==> config.mk <==
export PLATFORM = sky130hd
export DESIGN_NAME = uart_tx_arbiter
export DESIGN_NICKNAME = d
export VERILOG_FILES = /design/src/rtl/uart_arb_pkg.sv /design/src/rtl/rr_picker.sv /design/src/rtl/uart_tx_arbiter.sv
export SDC_FILE = /design/constraint.sdc
export NUM_CORES = 1
export LEC_CHECK = 0
export BUFFER_PORTS_ARGS = -buffer_cell sky130_fd_sc_hd__buf_2
export CORE_MARGIN = 2
export CORE_UTILIZATION = 49
export CTS_CLUSTER_DIAMETER = 120
export DETAILED_ROUTE_END_ITERATION = 12
export PLACE_DENSITY_LB_ADDON = 0.08
export SLEW_MARGIN = 20
export SYNTH_ARGS = -nofsm -noshare
export SYNTH_HDL_FRONTEND = slang
export SYNTH_HIERARCHICAL = 1
export SYNTH_SLANG_ARGS = --single-unit
==> constraint.sdc <==
create_clock -name clk50 -period 2.56 [get_ports clk50]
set_clock_uncertainty 0.2 [all_clocks]
set_input_delay 0.512 -clock clk50 [delete_from_list [all_inputs] [get_ports clk50]]
set_output_delay 0.512 -clock clk50 [all_outputs]
set_load 0.01 [all_outputs]
==> src/rtl/uart_arb_pkg.sv <==
// uart_arb_pkg
// Shared definitions for the uart_tx arbiter: the arbiter state encoding,
// the default byte width and the default busy-timeout budget.
// No ports; imported by uart_tx_arbiter.
package uart_arb_pkg;

  localparam int NUM_DATA_BITS        = 8;
  localparam int DEFAULT_BUSY_TIMEOUT = 64;

  typedef enum logic [1:0] {
    IDLE      = 2'd0,
    ACCEPT    = 2'd1,
    START     = 2'd2,
    WAIT_DONE = 2'd3
  } arb_state_e;

endpackage

==> src/rtl/rr_picker.sv <==
// rr_picker
// Combinational round-robin selector. Starting at index rr_ptr and searching
// upward with wrap-around, returns the first requester whose valid is set.
//   req_valid  in   NUM_REQ  per-requester valid
//   rr_ptr     in   PTR_W    highest-priority index for this search
//   pick       out  NUM_REQ  one-hot winner (0 when nothing is valid)
//   any_valid  out  1        at least one requester is valid
module rr_picker #(
  parameter int NUM_REQ = 2,
  parameter int PTR_W   = (NUM_REQ > 1) ? $clog2(NUM_REQ) : 1
) (
  input  logic [NUM_REQ-1:0] req_valid,
  input  logic [PTR_W-1:0]   rr_ptr,
  output logic [NUM_REQ-1:0] pick,
  output logic               any_valid
);

  logic [NUM_REQ-1:0] rot;
  logic [NUM_REQ-1:0] rot_pick;

  always_comb begin
    // Rotate so rr_ptr lands on bit 0; the lowest set bit is then the winner.
    rot      = NUM_REQ'({req_valid, req_valid} >> rr_ptr);
    rot_pick = rot & (~rot + NUM_REQ'(1));
    // Rotate the winner back: shift the doubled vector left and keep the top half.
    pick      = NUM_REQ'(({rot_pick, rot_pick} << rr_ptr) >> NUM_REQ);
    any_valid = |req_valid;
  end

endmodule

==> src/rtl/uart_tx_arbiter.sv <==
// uart_tx_arbiter
// Shares one uart_tx transmitter between NUM_REQ byte-stream requesters.
// Ownership is granted round-robin per packet; the owner keeps the
// transmitter until its last byte completes. Each byte is driven through
// the uart_tx write/busy/done handshake with a busy-timeout guard.
//   clk50      in   1                  system clock
//   reset      in   1                  asynchronous active-high reset
//   req_valid  in   NUM_REQ            per-requester byte valid
//   req_data   in   NUM_REQ*DATA_BITS  requester i at [i*DATA_BITS +: DATA_BITS]
//   req_last   in   NUM_REQ            byte is the last of its packet
//   req_ready  out  NUM_REQ            byte accepted when valid && ready
//   grant      out  NUM_REQ            one-hot current owner, 0 when idle
//   pause      in   1                  blocks new grants, never splits a packet
//   tx_write   out  1                  uart_tx write strobe
//   tx_byte    out  DATA_BITS          uart_tx data
//   tx_busy    in   1                  uart_tx busy
//   tx_done    in   1                  uart_tx done
//   tx_error   in   1                  uart_tx error
//   arb_error  out  1                  sticky: busy timeout or tx_error seen
//   pkt_done   out  1                  one-cycle pulse after a packet's last byte
module uart_tx_arbiter
  import uart_arb_pkg::*;
#(
  parameter int NUM_REQ      = 2,
  parameter int DATA_BITS    = NUM_DATA_BITS,
  parameter int BUSY_TIMEOUT = DEFAULT_BUSY_TIMEOUT
) (
  input  logic                           clk50,
  input  logic                           reset,
  input  logic [NUM_REQ-1:0]             req_valid,
  input  logic [NUM_REQ*DATA_BITS-1:0]   req_data,
  input  logic [NUM_REQ-1:0]             req_last,
  output logic [NUM_REQ-1:0]             req_ready,
  output logic [NUM_REQ-1:0]             grant,
  input  logic                           pause,
  output logic                           tx_write,
  output logic [DATA_BITS-1:0]           tx_byte,
  input  logic                           tx_busy,
  input  logic                           tx_done,
  input  logic                           tx_error,
  output logic                           arb_error,
  output logic                           pkt_done
);

  localparam int PTR_W = (NUM_REQ > 1) ? $clog2(NUM_REQ) : 1;
  localparam int CNT_W = $clog2(BUSY_TIMEOUT + 1);

  arb_state_e           state_q, state_d;
  logic [PTR_W-1:0]     rr_ptr_q, rr_ptr_d;
  logic [NUM_REQ-1:0]   grant_q, grant_d;
  logic [PTR_W-1:0]     gidx_q, gidx_d;
  logic [DATA_BITS-1:0] tx_byte_q, tx_byte_d;
  logic                 last_q, last_d;
  logic [CNT_W-1:0]     cnt_q, cnt_d;
  logic                 busy_prev_q, busy_prev_d;
  logic                 arb_error_q, arb_error_d;
  logic                 pkt_done_q, pkt_done_d;

  logic [NUM_REQ-1:0]   pick;
  logic                 any_valid;
  logic [PTR_W-1:0]     pick_idx;
  logic [PTR_W-1:0]     next_ptr;
  logic [DATA_BITS-1:0] req_bytes [NUM_REQ];
  logic                 complete;

  // Unpack the flat data bus into one byte per requester.
  for (genvar gi = 0; gi < NUM_REQ; gi++) begin : g_unpack
    assign req_bytes[gi] = req_data[gi*DATA_BITS +: DATA_BITS];
  end

  rr_picker #(
    .NUM_REQ (NUM_REQ),
    .PTR_W   (PTR_W)
  ) u_picker (
    .req_valid (req_valid),
    .rr_ptr    (rr_ptr_q),
    .pick      (pick),
    .any_valid (any_valid)
  );

  // Keep the owner's index alongside its one-hot grant so the data mux and
  // the pointer advance need no encoder on the registered path.
  always_comb begin
    pick_idx = '0;
    for (int i = 0; i < NUM_REQ; i++) begin
      if (pick[i]) pick_idx = PTR_W'(i);
    end
  end

  assign next_ptr = (gidx_q == PTR_W'(NUM_REQ - 1)) ? '0 : gidx_q + PTR_W'(1);

  // A transfer finishes on busy falling or an explicit done strobe.
  assign complete = (busy_prev_q && !tx_busy) || tx_done;

  always_comb begin
    state_d     = state_q;
    rr_ptr_d    = rr_ptr_q;
    grant_d     = grant_q;
    gidx_d      = gidx_q;
    tx_byte_d   = tx_byte_q;
    last_d      = last_q;
    cnt_d       = cnt_q;
    busy_prev_d = tx_busy;
    arb_error_d = arb_error_q;
    pkt_done_d  = 1'b0;

    case (state_q)
      IDLE: begin
        if (!pause && any_valid) begin
          grant_d = pick;
          gidx_d  = pick_idx;
          state_d = ACCEPT;
        end
      end

      ACCEPT: begin
        if (req_valid[gidx_q]) begin
          tx_byte_d = req_bytes[gidx_q];
          last_d    = req_last[gidx_q];
          cnt_d     = '0;
          state_d   = START;
        end
      end

      START: begin
        if (tx_busy) begin
          cnt_d   = '0;
          state_d = WAIT_DONE;
        end else if (cnt_q == CNT_W'(BUSY_TIMEOUT - 1)) begin
          // uart_tx never took the byte: drop the rest of this packet and
          // move priority past the stalled owner.
          arb_error_d = 1'b1;
          grant_d     = '0;
          rr_ptr_d    = next_ptr;
          cnt_d       = '0;
          state_d     = IDLE;
        end else begin
          cnt_d = cnt_q + CNT_W'(1);
        end
      end

      WAIT_DONE: begin
        if (complete) begin
          if (tx_error) arb_error_d = 1'b1;
          if (last_q) begin
            pkt_done_d = 1'b1;
            grant_d    = '0;
            rr_ptr_d   = next_ptr;
            state_d    = IDLE;
          end else begin
            state_d = ACCEPT;
          end
        end
      end

      default: state_d = IDLE;
    endcase
  end

  always_ff @(posedge clk50 or posedge reset) begin
    if (reset) begin
      state_q     <= IDLE;
      rr_ptr_q    <= '0;
      grant_q     <= '0;
      gidx_q      <= '0;
      tx_byte_q   <= '0;
      last_q      <= 1'b0;
      cnt_q       <= '0;
      busy_prev_q <= 1'b0;
      arb_error_q <= 1'b0;
      pkt_done_q  <= 1'b0;
    end else begin
      state_q     <= state_d;
      rr_ptr_q    <= rr_ptr_d;
      grant_q     <= grant_d;
      gidx_q      <= gidx_d;
      tx_byte_q   <= tx_byte_d;
      last_q      <= last_d;
      cnt_q       <= cnt_d;
      busy_prev_q <= busy_prev_d;
      arb_error_q <= arb_error_d;
      pkt_done_q  <= pkt_done_d;
    end
  end

  assign req_ready = (state_q == ACCEPT) ? grant_q : '0;
  // Drop the strobe as soon as uart_tx reports busy so it sees one write per byte.
  assign tx_write  = (state_q == START) && !tx_busy;
  assign tx_byte   = tx_byte_q;
  assign grant     = grant_q;
  assign arb_error = arb_error_q;
  assign pkt_done  = pkt_done_q;

endmodule

==> tab_implementation.tex, run 1 <==
\begin{tabular}{lr}
\hline
Metric & Value \\
\hline
\multicolumn{2}{l}{\textbf{Hold path}} \\
Hold wc startpoint & tx\_busy \\
Class of the worst hold path & input pin to flip-flop \\
Number of cells on the worst hold path & 1 \\
\multicolumn{2}{l}{\textbf{Clocking}} \\
Post-CTS Resized & 0 \\
Clock Latency Late Sink & roughly 0.32 ns \\
Number of setup buffers added after CTS & 0 \\
Total clock buffers created by CTS & 3 \\
Clock transition time at the flip-flop clock pins of the worst setup and hold paths & approximately 0.14 ns \\
Clock root buffer & sky130\_fd\_sc\_hd\_\_clkbuf\_4 \\
Number of clock sinks & 25 \\
CTS tree & done \\
Maximum number of buffers from clock root to sink & 2 \\
Number of H-tree levels & 1 \\
\multicolumn{2}{l}{\textbf{Synth}} \\
Mapped cell area & 1270 sq um \\
Portion of the post-synthesis area used by sequential elements & 0.494 \\
Ys async rst share & 1.00 \\
Count of state elements after synthesis & 25 \\
Synth Flop Type & sky130\_fd\_sc\_hd\_\_dfrtp\_1 \\
Synth Instances & between 100 and 150 \\
Syn\_area\_per\_cell & 9.89 sq um \\
Synth warnings & 6 \\
Synthesized Nets & approximately 160 \\
Count of cell types in the netlist & 40 \\
Post-synth EDFFs & 0 \\
\multicolumn{2}{l}{\textbf{Floorplanning}} \\
Chip width & 54.8 um \\
Vertical die dimension & approximately 55 um \\
IO Count & 41 \\
Initial Util & 0.516 \\
Floorplan core area & about 2500 sq um \\
Number of rows created at floorplan & 18 \\
Overall die area & 3010 sq um \\
\multicolumn{2}{l}{\textbf{Worst setup path}} \\
Max stage delay cell, worst path & sky130\_fd\_sc\_hd\_\_dfrtp\_1 \\
Buffering stage count on the worst path with inverters included & 2 \\
Startpoint type of the worst setup path & flip-flop \\
Data required time of the worst path & roughly 1.9 ns \\
Critical path depth in cells & 3 \\
Worst setup path start & state\_q[1]\$\_DFFE\_PP0P\_ \\
Largest stage delay on the critical path & 0.60 ns \\
Critical path's top delay family & flip-flops \\
Worst R2R Path Depth & 5 \\
Critical register-to-register path startpoint & cnt\_q[0]\$\_DFFE\_PP0P\_ \\
Setup crit end kind & output pin \\
Kind of critical path & flip-flop to output pin \\
Worst-path fanout max & 12 \\
Arrival @ worst endpoint & 1.69 ns \\
Cells along the critical path & or3b\_1, inv\_2, buf\_2 \\
\multicolumn{2}{l}{\textbf{Run status}} \\
Result of the run & complete, no violations \\
\multicolumn{2}{l}{\textbf{Timing}} \\
Minimum period implied by the final worst setup slack & about 2.4 ns \\
Share of the cycle needed by the critical path after routing & 0.937 \\
Unrepaired setup endpoints after global routing & no \\
Max-slew headroom at the worst pin & 0.700 \\
Hold violation total from the final report & 0 \\
Worst-Margin Slew & 0.450 ns \\
Number of pins exceeding their max-slew limit in the final report & 0 \\
Sum of negative setup slack & 0 ns \\
Final setup viols & 0 \\
Maximum clock frequency & 417 MHz \\
\multicolumn{2}{l}{\textbf{Pwr}} \\
Sw Share & 0.406 \\
Sequential cell fraction of total power & 0.444 \\
Power share of the combinational group & 0.438 \\
Maximum vdd ir drop & 0.618 mV \\
NetSw & 0.608 mW \\
Tot Pwr & 1.50 mW \\
Total power density per cell area & 975 nW/um\^{}2 \\
Pint & about 0.9 mW \\
Clock Power Share & 0.118 \\
Leakage power & 0.734 nW \\
\multicolumn{2}{l}{\textbf{Global routing}} \\
GR Overflow Total & 0 \\
Largest net degree at the start of global routing & 21 \\
Number of global-route vias before repair & between 1,000 and 1,500 \\
Wire length of the first global-routing pass & 4.53 mm \\
Aggregate global-route resource usage & 0.213 \\
Initial antenna violation count & 0 \\
\multicolumn{2}{l}{\textbf{Detailed routing}} \\
Drt drc & 0 \\
Drt via density & 5.50 \\
Iter 0 DRT Violations & 19 \\
Overall via count from detail\_route & 1,105 \\
Wire length per cell & 13.4 um \\
Aggregate routed wire length & 2.69 mm \\
Detailed Routing Iterations Pass 1 & 4 \\
Antenna Nets Post-Route & 0 \\
\multicolumn{2}{l}{\textbf{Finish}} \\
Antenna diodes & 0 \\
Fill count & 203 \\
Ratio of cells with drive above 1 in the final layout & 0.316 \\
Non-filler cells, final & 201 \\
Syn-to-layout area delta & 21.5\% \\
Nets@finish & 199 \\
\multicolumn{2}{l}{\textbf{Placed design}} \\
RD Place Congestion & 0.915 \\
Number of port buffers & 40 \\
Total instance count after detailed placement & 196 \\
Detailed-placement wirelength estimate & 2.02 mm \\
\multicolumn{2}{l}{\textbf{Job}} \\
Max-Cap Viols & 0 \\
\hline
\end{tabular}
[cell usage after synthesis (2+ instances only)]
| cell type | n | area (sq um) |
|---|---|---|
| sky130_fd_sc_hd__a21boi_1 | 2 | 15.0 |
| sky130_fd_sc_hd__a21oi_1 | 12 | 60.1 |
| sky130_fd_sc_hd__buf_2 | 2 | 10.0 |
| sky130_fd_sc_hd__buf_4 | 2 | 15.0 |
| sky130_fd_sc_hd__dfrtp_1 | 25 | 626 |
| sky130_fd_sc_hd__inv_1 | 6 | 22.5 |
| sky130_fd_sc_hd__inv_2 | 2 | 7.51 |
| sky130_fd_sc_hd__mux2_1 | 2 | 22.5 |
| sky130_fd_sc_hd__mux2i_1 | 10 | 100 |
| sky130_fd_sc_hd__nand2_1 | 7 | 26.3 |
| sky130_fd_sc_hd__nor2_1 | 14 | 52.6 |
| sky130_fd_sc_hd__nor2b_1 | 4 | 25.0 |
| sky130_fd_sc_hd__nor3_1 | 2 | 10.0 |
| sky130_fd_sc_hd__o21ai_0 | 11 | 55.1 |
| sky130_fd_sc_hd__or2_1 | 2 | 12.5 |
[flip-flops by register name, summed over array words and instances, names as in the netlist]
name	cells
cnt_q	7
gidx_q	1
last_q	1
pkt_done	1
grant	2
state_q	2
arb_error	1
busy_prev_q	1
rr_ptr_q	1
tx_byte	8
[metal layers]
layer	global-route usage	vias to the layer above	routed length, um	part of all wire
li1	-	541	-	-
met1	0.267	524	1230	0.46
met2	0.359	35	1290	0.48
met3	0.0246	5	115	0.043
met4	0.104	0	53	0.020
met5	0	-	0	0
[cell usage in the layout, fill, tap and decap left out, types with 2 or more instances in the layout]
cell,count
sky130_fd_sc_hd__or2_1,2
sky130_fd_sc_hd__nand2_1,7
sky130_fd_sc_hd__nor2_1,14
sky130_fd_sc_hd__dfrtp_1,25
sky130_fd_sc_hd__mux2i_1,10
sky130_fd_sc_hd__mux2_1,2
sky130_fd_sc_hd__buf_2,40
sky130_fd_sc_hd__inv_2,2
sky130_fd_sc_hd__nor2b_1,4
sky130_fd_sc_hd__a21boi_1,2
sky130_fd_sc_hd__inv_1,6
sky130_fd_sc_hd__a21oi_1,12
sky130_fd_sc_hd__buf_4,3
sky130_fd_sc_hd__o21ai_0,11
sky130_fd_sc_hd__clkbuf_4,3
[final timing paths]
check / end / slack [ns]
setup / recovery: tx_write / 0.16
hold / removal: busy_prev_q$_DFF_PP0_ / 0.15
setup reg to reg: rr_ptr_q$_DFFE_PP0P_ / 0.49
hold reg to reg: arb_error$_DFFE_PP0P_ / 0.29
max in group asynchronous: pkt_done$_DFF_PP0_ / 1.15
min in group asynchronous: tx_byte[0]$_DFFE_PP0P_ / 0.47
[power groups by stage]
stage	Clock, mW	Combinational [mW]	Sequential (mW)
6_report	0.177	0.656	0.666
5_1_grt	0.200	0.747	0.685
4_1_cts	0.188	0.661	0.664
3_5_place_dp	0	0.659	0.669
3_3_place_gp	0	0.642	0.662
2_1_floorplan	0	0.456	0.657
[worst reg2reg max path: stages, from the launching register on]
cell and delay [ns]:
sky130_fd_sc_hd__dfrtp_1 0.42, sky130_fd_sc_hd__ha_1 0.22, sky130_fd_sc_hd__nand3_2 0.13, sky130_fd_sc_hd__or4_4 0.53
sky130_fd_sc_hd__a21oi_2 0.15, sky130_fd_sc_hd__mux2_1 0.33
[cell families after synthesis]
logic type	synth area share
AO/OA/AOI/OAI	0.179
XOR/XNOR	0.00692
adder cells (fa/ha/maj)	0.00988
buffers and inverters	0.0464
flip-flops	0.494
multiplexers	0.106
AND/OR/NAND/NOR	0.158
[layout make-up]
class | count | area, sq um | share of cell area
tap | 30 | 37.5 | 0.0244
sequential | 25 | 626 | 0.407
multi-input combinational | 90 | 587 | 0.381
inverter | 8 | 30.0 | 0.0195
timing repair buffer | 44 | 233 | 0.151
clock buffer | 4 | 26.3 | 0.0171
[what timing repair did]
| action | CTS | global route |
|---|---|---|
| hold buffers | 1 | 0 |
| endpoints found under the setup margin | 0 | 0 |
| endpoints found under the hold margin | 8 | 0 |
[metrics by stage]
step                setup slack (ns)  utilization  instance area (sq um)  hold slack [ns]
floorplan                      0.605            -                   1270            0.248
global placement               0.504        0.612                   1500            0.244
detailed placement             0.489        0.612                   1500            0.251
CTS                            0.157        0.627                   1540            0.134
global route                  0.0118        0.627                   1540            0.127
finish                         0.161        0.627                   1540            0.146
(Power assumes the default switching activity.)
==> run 2, diff against run 1 <==
Settings changed: BUFFER_PORTS_ARGS -buffer_cell sky130_fd_sc_hd__buf_2 to not set, CORE_UTILIZATION 49 to 25, DONT_BUFFER_PORTS set to 1.
==> run 2 against run 1 <==
Total power decreased by 1.5%. Highest routed layer unchanged. Clock power up 46%. Wire length is 2.0% higher. Largest cell class unchanged. Critical path type unchanged. Sequential power is 8.3% higher. Flip-flop and latch count unchanged. Non-clock buffer count fell by 40. Largest power group unchanged.
==> tab_implementation.tex, run 2 (synthesis results as in run 1) <==
\begin{tabular}{lr}
\hline
Metric & Value \\
\hline
\multicolumn{2}{l}{\textbf{Timing}} \\
Hold violation total from the final report & 0 (unchanged) \\
Final setup viols & 0 (unchanged) \\
Number of pins exceeding their max-slew limit in the final report & 0 (unchanged) \\
Unrepaired setup endpoints after global routing & no \\
Smallest setup slack after layout & 0.322 ns (+0.161 ns) \\
Minimum period implied by the final worst setup slack & 2.24 ns (-0.161 ns) \\
Share of the cycle needed by the critical path after routing & 0.874 (-0.0627) \\
Max-slew headroom at the worst pin & 0.666 (-0.0338) \\
Maximum clock frequency & 447 MHz (+7.2\%) \\
Worst-Margin Slew & 0.500 ns (+0.0507 ns) \\
Worst hold slack & 0.0604 ns (-0.0858 ns) \\
Sum of negative setup slack & 0 ns (unchanged) \\
\multicolumn{2}{l}{\textbf{Detailed routing}} \\
Iter 0 DRT Violations & 89 (+70) \\
Drt drc & 0 (unchanged) \\
Antenna Nets Post-Route & 0 (unchanged) \\
Drt via density & 4.82 (-12\%) \\
Aggregate routed wire length & 2.75 mm (+2.0\%) \\
Detailed Routing Iterations Pass 1 & 5 (+1) \\
Overall via count from detail\_route & 955 (-14\%) \\
Wire length per cell & 13.9 um (+3.5\%) \\
\multicolumn{2}{l}{\textbf{Hold path}} \\
Class of the worst hold path & input pin to flip-flop \\
\multicolumn{2}{l}{\textbf{Pwr}} \\
Tot Pwr & 1.48 mW (-1.5\%) \\
Total power density per cell area & 1050 nW/um\^{}2 (+7.6\%) \\
Leakage power & 0.585 nW (-20\%) \\
Maximum vdd ir drop & 0.370 mV (-40\%) \\
\multicolumn{2}{l}{\textbf{Global routing}} \\
Aggregate global-route resource usage & 0.108 (-0.105) \\
Largest net degree at the start of global routing & 26 (+24\%) \\
GR Overflow Total & 0 (unchanged) \\
Wire length of the first global-routing pass & 4.55 mm (+0.46\%) \\
Number of global-route vias before repair & 907 (-13\%) \\
Initial antenna violation count & 0 (unchanged) \\
\multicolumn{2}{l}{\textbf{Clocking}} \\
CTS tree & done \\
Number of H-tree levels & 1 (unchanged) \\
Clock Latency Late Sink & 0.28 ns (-0.04 ns) \\
Post-CTS Resized & 0 (unchanged) \\
Clock root buffer & sky130\_fd\_sc\_hd\_\_clkbuf\_8 \\
Maximum number of buffers from clock root to sink & 2 (unchanged) \\
Clock transition time at the flip-flop clock pins of the worst setup and hold paths & 0.09 ns (-0.05 ns) \\
Total clock buffers created by CTS & 3 (unchanged) \\
Number of clock sinks & 25 (unchanged) \\
Number of setup buffers added after CTS & 0 (unchanged) \\
\multicolumn{2}{l}{\textbf{Finish}} \\
Ratio of cells with drive above 1 in the final layout & 0.115 (-0.201) \\
Fill count & 509 (+150\%) \\
Leading cell types in the layout, fill and taps excluded & sky130\_fd\_sc\_hd\_\_dfrtp\_1, sky130\_fd\_sc\_hd\_\_nor2\_1, sky130\_fd\_sc\_hd\_\_a21oi\_1 \\
Area occupied by registers & 626 sq um (unchanged) \\
Post-Route Utilization & 0.292 (-0.334) \\
Syn-to-layout area delta & 11.3\% \\
Most frequent standard cell in the layout excluding fill and tap cells & sky130\_fd\_sc\_hd\_\_dfrtp\_1 \\
Combined area of the multi-input logic cells & 587 sq um (unchanged) \\
Nets@finish & 159 (-20\%) \\
Antenna diodes & 0 (unchanged) \\
Max reg flops & 8 (unchanged) \\
\multicolumn{2}{l}{\textbf{Floorplanning}} \\
Overall die area & 5650 sq um (+88\%) \\
IO Count & 41 (unchanged) \\
Number of rows created at floorplan & 25 (+7) \\
Floorplan core area & 4820 sq um (+96\%) \\
Vertical die dimension & 75.2 um (+37\%) \\
Initial Util & 0.263 (-0.253) \\
Chip width & 75.2 um (+37\%) \\
\multicolumn{2}{l}{\textbf{Job}} \\
Max-Cap Viols & 0 (unchanged) \\
\multicolumn{2}{l}{\textbf{Worst setup path}} \\
Worst flop-to-flop path endpoint & rr\_ptr\_q\$\_DFFE\_PP0P\_ \\
Largest stage delay on the critical path & 0.58 ns (-0.02 ns) \\
Cells along the critical path & or3b\_1, inv\_2 \\
Worst setup path start & state\_q[1]\$\_DFFE\_PP0P\_ \\
Worst R2R Path Depth & 5 (unchanged) \\
Worst-path fanout max & 12 (unchanged) \\
Critical register-to-register path startpoint & cnt\_q[0]\$\_DFFE\_PP0P\_ \\
Kind of critical path & flip-flop to output pin \\
Critical path's top delay family & flip-flops \\
Setup crit end kind & output pin \\
Capturing element of the worst setup path & tx\_write \\
Data required time of the worst path & 1.85 ns (about the same) \\
Critical path depth in cells & 2 (-1) \\
Max stage delay cell, worst path & sky130\_fd\_sc\_hd\_\_dfrtp\_1 \\
Startpoint type of the worst setup path & flip-flop \\
Arrival @ worst endpoint & 1.53 ns (-0.16 ns) \\
Register-to-register setup slack & 0.47 ns (-0.02 ns) \\
Buffering stage count on the worst path with inverters included & 1 (-1) \\
\multicolumn{2}{l}{\textbf{Placed design}} \\
Setup slack after placement & 0.495 ns (+0.00630 ns) \\
RD Place Congestion & 0.787 (-14\%) \\
Detailed-placement wirelength estimate & 2.04 mm (+1.3\%) \\
Number of port buffers & 0 (-100\%) \\
\multicolumn{2}{l}{\textbf{Run status}} \\
Result of the run & complete, no violations \\
\hline
\end{tabular}
-- run 2: worst min path at each step --
stage                                     from                     to  slack [ns]  depth (start not counted)
after CTS                              tx_busy  busy_prev_q$_DFF_PP0_        0.05                          0
after detailed placement  cnt_q[6]$_DFFE_PP0P_   cnt_q[6]$_DFFE_PP0P_        0.28                          1
final                                  tx_busy  busy_prev_q$_DFF_PP0_        0.06                          0
after floorplan           cnt_q[6]$_DFFE_PP0P_   cnt_q[6]$_DFFE_PP0P_        0.25                          1
after global placement    cnt_q[6]$_DFFE_PP0P_   cnt_q[6]$_DFFE_PP0P_        0.27                          1
after global routing                   tx_busy  busy_prev_q$_DFF_PP0_        0.04                          0
-- run 2: report_power, final --
group	internal, mW	switching, mW
Sequential	0.533	0.188
Clock	0.114	0.144
Combinational	0.224	0.275
Total	0.872	0.606
-- run 2: per-layer routing --
metal / vias to the layer above / GRT usage / wire length (um)
met2: 48 / 0.168 / 1280
met4: 0 / 0.0234 / 22
met5: - / 0 / 0
met3: 2 / 0.0455 / 236
li1: 458 / - / -
met1: 447 / 0.141 / 1210
-- run 2: layout make-up --
type,count,share of cell area
Inverter,8,0.0213
Tap cell,67,0.0595
Clock buffer,3,0.0293
Timing Repair Buffer,4,0.0231
Multi-Input combinational cell,90,0.417
Clock inverter,1,0.00622
Sequential cell,25,0.444
-- run 2: timing repair --
item	CTS	global route
setup endpoints to repair	0	0
hold endpoints to repair	25	0
hold buffers	1	0
-- run 2: stage by stage --
step	std cells	cell area (sq um)
2_1_floorplan	128	1270
4_1_cts	198	1410
3_5_place_dp	193	1350
3_3_place_gp	193	1350
6_report	198	1410
5_1_grt	198	1410
==> run 3, diff against run 2 <==
Clock period 2.56 ns to 2.1 ns, I/O delays scaled along.
==> run 3 against run 2 <==
Core utilization is 1.2 points higher. Worst setup slack worse by 0.24 ns. Largest power group unchanged. Wire length rose by 6.5%. Design area rose by 4.3%. Final cell count is 3.0% higher. Largest cell class unchanged.
==> tab_implementation.tex, run 3 (synthesis results as in run 1) <==
\begin{tabular}{lr}
\hline
Metric & Value \\
\hline
\multicolumn{2}{l}{\textbf{Global routing}} \\
Aggregate global-route resource usage & 0.113 (+0.00527) \\
Initial antenna violation count & 0 (unchanged) \\
Wire length of the first global-routing pass & 4.86 mm (+7.0\%) \\
GR Overflow Total & 0 (unchanged) \\
Largest net degree at the start of global routing & 26 (unchanged) \\
Number of global-route vias before repair & 1,022 (+13\%) \\
\multicolumn{2}{l}{\textbf{Finish}} \\
Most frequent standard cell in the layout excluding fill and tap cells & sky130\_fd\_sc\_hd\_\_dfrtp\_1 \\
Ratio of cells with drive above 1 in the final layout & 0.161 (+0.0461) \\
Leading cell types in the layout, fill and taps excluded & sky130\_fd\_sc\_hd\_\_dfrtp\_1, sky130\_fd\_sc\_hd\_\_nor2\_1, sky130\_fd\_sc\_hd\_\_a21oi\_1 \\
Fill count & 529 (+3.9\%) \\
Syn-to-layout area delta & 16.0\% \\
Max reg flops & 8 (unchanged) \\
Antenna diodes & 0 (unchanged) \\
Nets@finish & 165 (+3.8\%) \\
Combined area of the multi-input logic cells & 599 sq um (+2.1\%) \\
Area occupied by registers & 627 sq um (+0.20\%) \\
\multicolumn{2}{l}{\textbf{Placed design}} \\
RD Place Congestion & 0.742 (-5.7\%) \\
Detailed-placement wirelength estimate & 2.22 mm (+8.5\%) \\
Number of port buffers & 0 (unchanged) \\
\multicolumn{2}{l}{\textbf{Timing}} \\
Minimum period implied by the final worst setup slack & 2.01 ns \\
Worst hold slack & 0.160 ns (+0.0993 ns) \\
Max-slew headroom at the worst pin & 0.673 (+0.00630) \\
Sum of negative setup slack & 0 ns (unchanged) \\
Final setup viols & 0 (unchanged) \\
Share of the cycle needed by the critical path after routing & 0.959 \\
Worst-Margin Slew & 0.491 ns (-0.00944 ns) \\
Number of pins exceeding their max-slew limit in the final report & 0 (unchanged) \\
Maximum clock frequency & $\sim$500 MHz \\
Unrepaired setup endpoints after global routing & no \\
Hold violation total from the final report & 0 (unchanged) \\
\multicolumn{2}{l}{\textbf{Pwr}} \\
Total power density per cell area & 1270 nW/um\^{}2 (+21\%) \\
Maximum vdd ir drop & 0.406 mV (+9.7\%) \\
Leakage power & 0.605 nW (+3.5\%) \\
\multicolumn{2}{l}{\textbf{Run status}} \\
Result of the run & complete, no violations \\
\multicolumn{2}{l}{\textbf{Worst setup path}} \\
Worst flop-to-flop path endpoint & rr\_ptr\_q\$\_DFFE\_PP0P\_ \\
Cells along the critical path & ha\_4, nand3\_2, or4\_4, a21oi\_2, mux2\_1 \\
Startpoint type of the worst setup path & flip-flop \\
Register-to-register setup slack & 0.09 ns (-0.38 ns) \\
Critical register-to-register path startpoint & cnt\_q[0]\$\_DFFE\_PP0P\_ \\
Max stage delay cell, worst path & sky130\_fd\_sc\_hd\_\_or4\_4 \\
Worst-path fanout max & 5 (-7) \\
Arrival @ worst endpoint & 1.97 ns (+0.44 ns) \\
Kind of critical path & flip-flop to flip-flop \\
Worst R2R Path Depth & 5 (unchanged) \\
Setup crit end kind & flip-flop \\
Largest stage delay on the critical path & 0.52 ns (-0.06 ns) \\
Data required time of the worst path & 2.06 ns (+0.21 ns) \\
\multicolumn{2}{l}{\textbf{Hold path}} \\
Number of cells on the worst hold path & 2 (+2) \\
Class of the worst hold path & input pin to flip-flop \\
Capture endpoint of the worst hold path & tx\_byte[6]\$\_DFFE\_PP0P\_ \\
Hold wc startpoint & req\_data[6] \\
\multicolumn{2}{l}{\textbf{Floorplanning}} \\
Floorplan core area & 4820 sq um (unchanged) \\
Number of rows created at floorplan & 25 (unchanged) \\
IO Count & 41 (unchanged) \\
Vertical die dimension & 75.2 um (unchanged) \\
Chip width & 75.2 um (unchanged) \\
Initial Util & 0.263 (unchanged) \\
Overall die area & 5650 sq um (unchanged) \\
\multicolumn{2}{l}{\textbf{Detailed routing}} \\
Aggregate routed wire length & 2.93 mm (+6.5\%) \\
Overall via count from detail\_route & 979 (+2.5\%) \\
Met2 wire length & 1.40 mm (+9.9\%) \\
Met1 routed wirelength after detailed routing & 1.31 mm (+8.0\%) \\
Uppermost metal layer occupied by signal nets & met3 \\
Detailed Routing Iterations Pass 1 & 4 (-1) \\
Iter 0 DRT Violations & 41 (-54\%) \\
Drt via density & 4.80 (-0.50\%) \\
Drt drc & 0 (unchanged) \\
Routed wl met3 & 214 um (-9.3\%) \\
Antenna Nets Post-Route & 0 (unchanged) \\
Wire length per cell & 14.3 um (+3.4\%) \\
\multicolumn{2}{l}{\textbf{Clocking}} \\
Maximum number of buffers from clock root to sink & 2 (unchanged) \\
Clock transition time at the flip-flop clock pins of the worst setup and hold paths & 0.09 ns (about the same) \\
Number of H-tree levels & 1 (unchanged) \\
Clock root buffer & sky130\_fd\_sc\_hd\_\_clkbuf\_8 \\
Total clock buffers created by CTS & 3 (unchanged) \\
Clock Latency Late Sink & 0.27 ns (about the same) \\
Number of clock sinks & 25 (unchanged) \\
CTS tree & done \\
\multicolumn{2}{l}{\textbf{Job}} \\
Max-Cap Viols & 0 (unchanged) \\
\hline
\end{tabular}
## run 3: routing by layer
layer	global-route usage	vias to the layer above
met5	0	-
met4	0.0253	0
met3	0.0402	0
met2	0.191	40
met1	0.140	471
li1	-	468
## run 3: cell type report
cell class / instances / area share
multi-input combinational: 90 / 0.408
inverter: 8 / 0.0204
sequential: 25 / 0.427
clock buffer: 3 / 0.0281
timing repair buffer: 10 / 0.0545
tap: 67 / 0.0571
clock inverter: 1 / 0.00511
## run 3: worst max-delay path by stage
| stage | from | to | slack, ns |
|---|---|---|---|
| 2_1_floorplan | cnt_q[0]$_DFFE_PP0P_ | rr_ptr_q$_DFFE_PP0P_ | 0.15 |
| 3_3_place_gp | cnt_q[0]$_DFFE_PP0P_ | rr_ptr_q$_DFFE_PP0P_ | 0.13 |
| 3_5_place_dp | cnt_q[0]$_DFFE_PP0P_ | rr_ptr_q$_DFFE_PP0P_ | 0.07 |
| 4_1_cts | cnt_q[0]$_DFFE_PP0P_ | rr_ptr_q$_DFFE_PP0P_ | 0.05 |
| 5_1_grt | cnt_q[0]$_DFFE_PP0P_ | rr_ptr_q$_DFFE_PP0P_ | 0.004 |
| 6_report | cnt_q[0]$_DFFE_PP0P_ | rr_ptr_q$_DFFE_PP0P_ | 0.09 |
## run 3: power by group
part	switching [mW]	internal [mW]
registers	0.221	0.653
logic	0.375	0.315
clock network	0.161	0.134
## run 3: what timing repair did
action                                  4_1_cts  5_1_grt
gates resized for setup                       0        3
endpoints found under the setup margin        0        2
endpoints found under the hold margin        26        0
hold buffers                                  2        0
setup buffers                                 0        0
## run 3: metrics by stage
stage	power [mW]	instances	area, sq um	worst slack (ns)	utilization
3_5_place_dp	1.56	198	1390	0.0746	0.288
4_1_cts	1.87	204	1460	0.0530	0.302
6_report	1.86	204	1470	0.0863	0.305
2_1_floorplan	1.36	128	1270	0.145	-
5_1_grt	2.01	204	1470	0.00427	0.305
3_3_place_gp	1.56	198	1390	0.130	0.288
## run 3: worst max-delay path, delay by kind of cell (launching register included)
family	cells	cell delay, ns
adders and majority gates	1	0.18
DFF	1	0.46
AOI/OAI and AO/OA	1	0.14
muxes	1	0.32
and+or+nand+nor	2	0.61
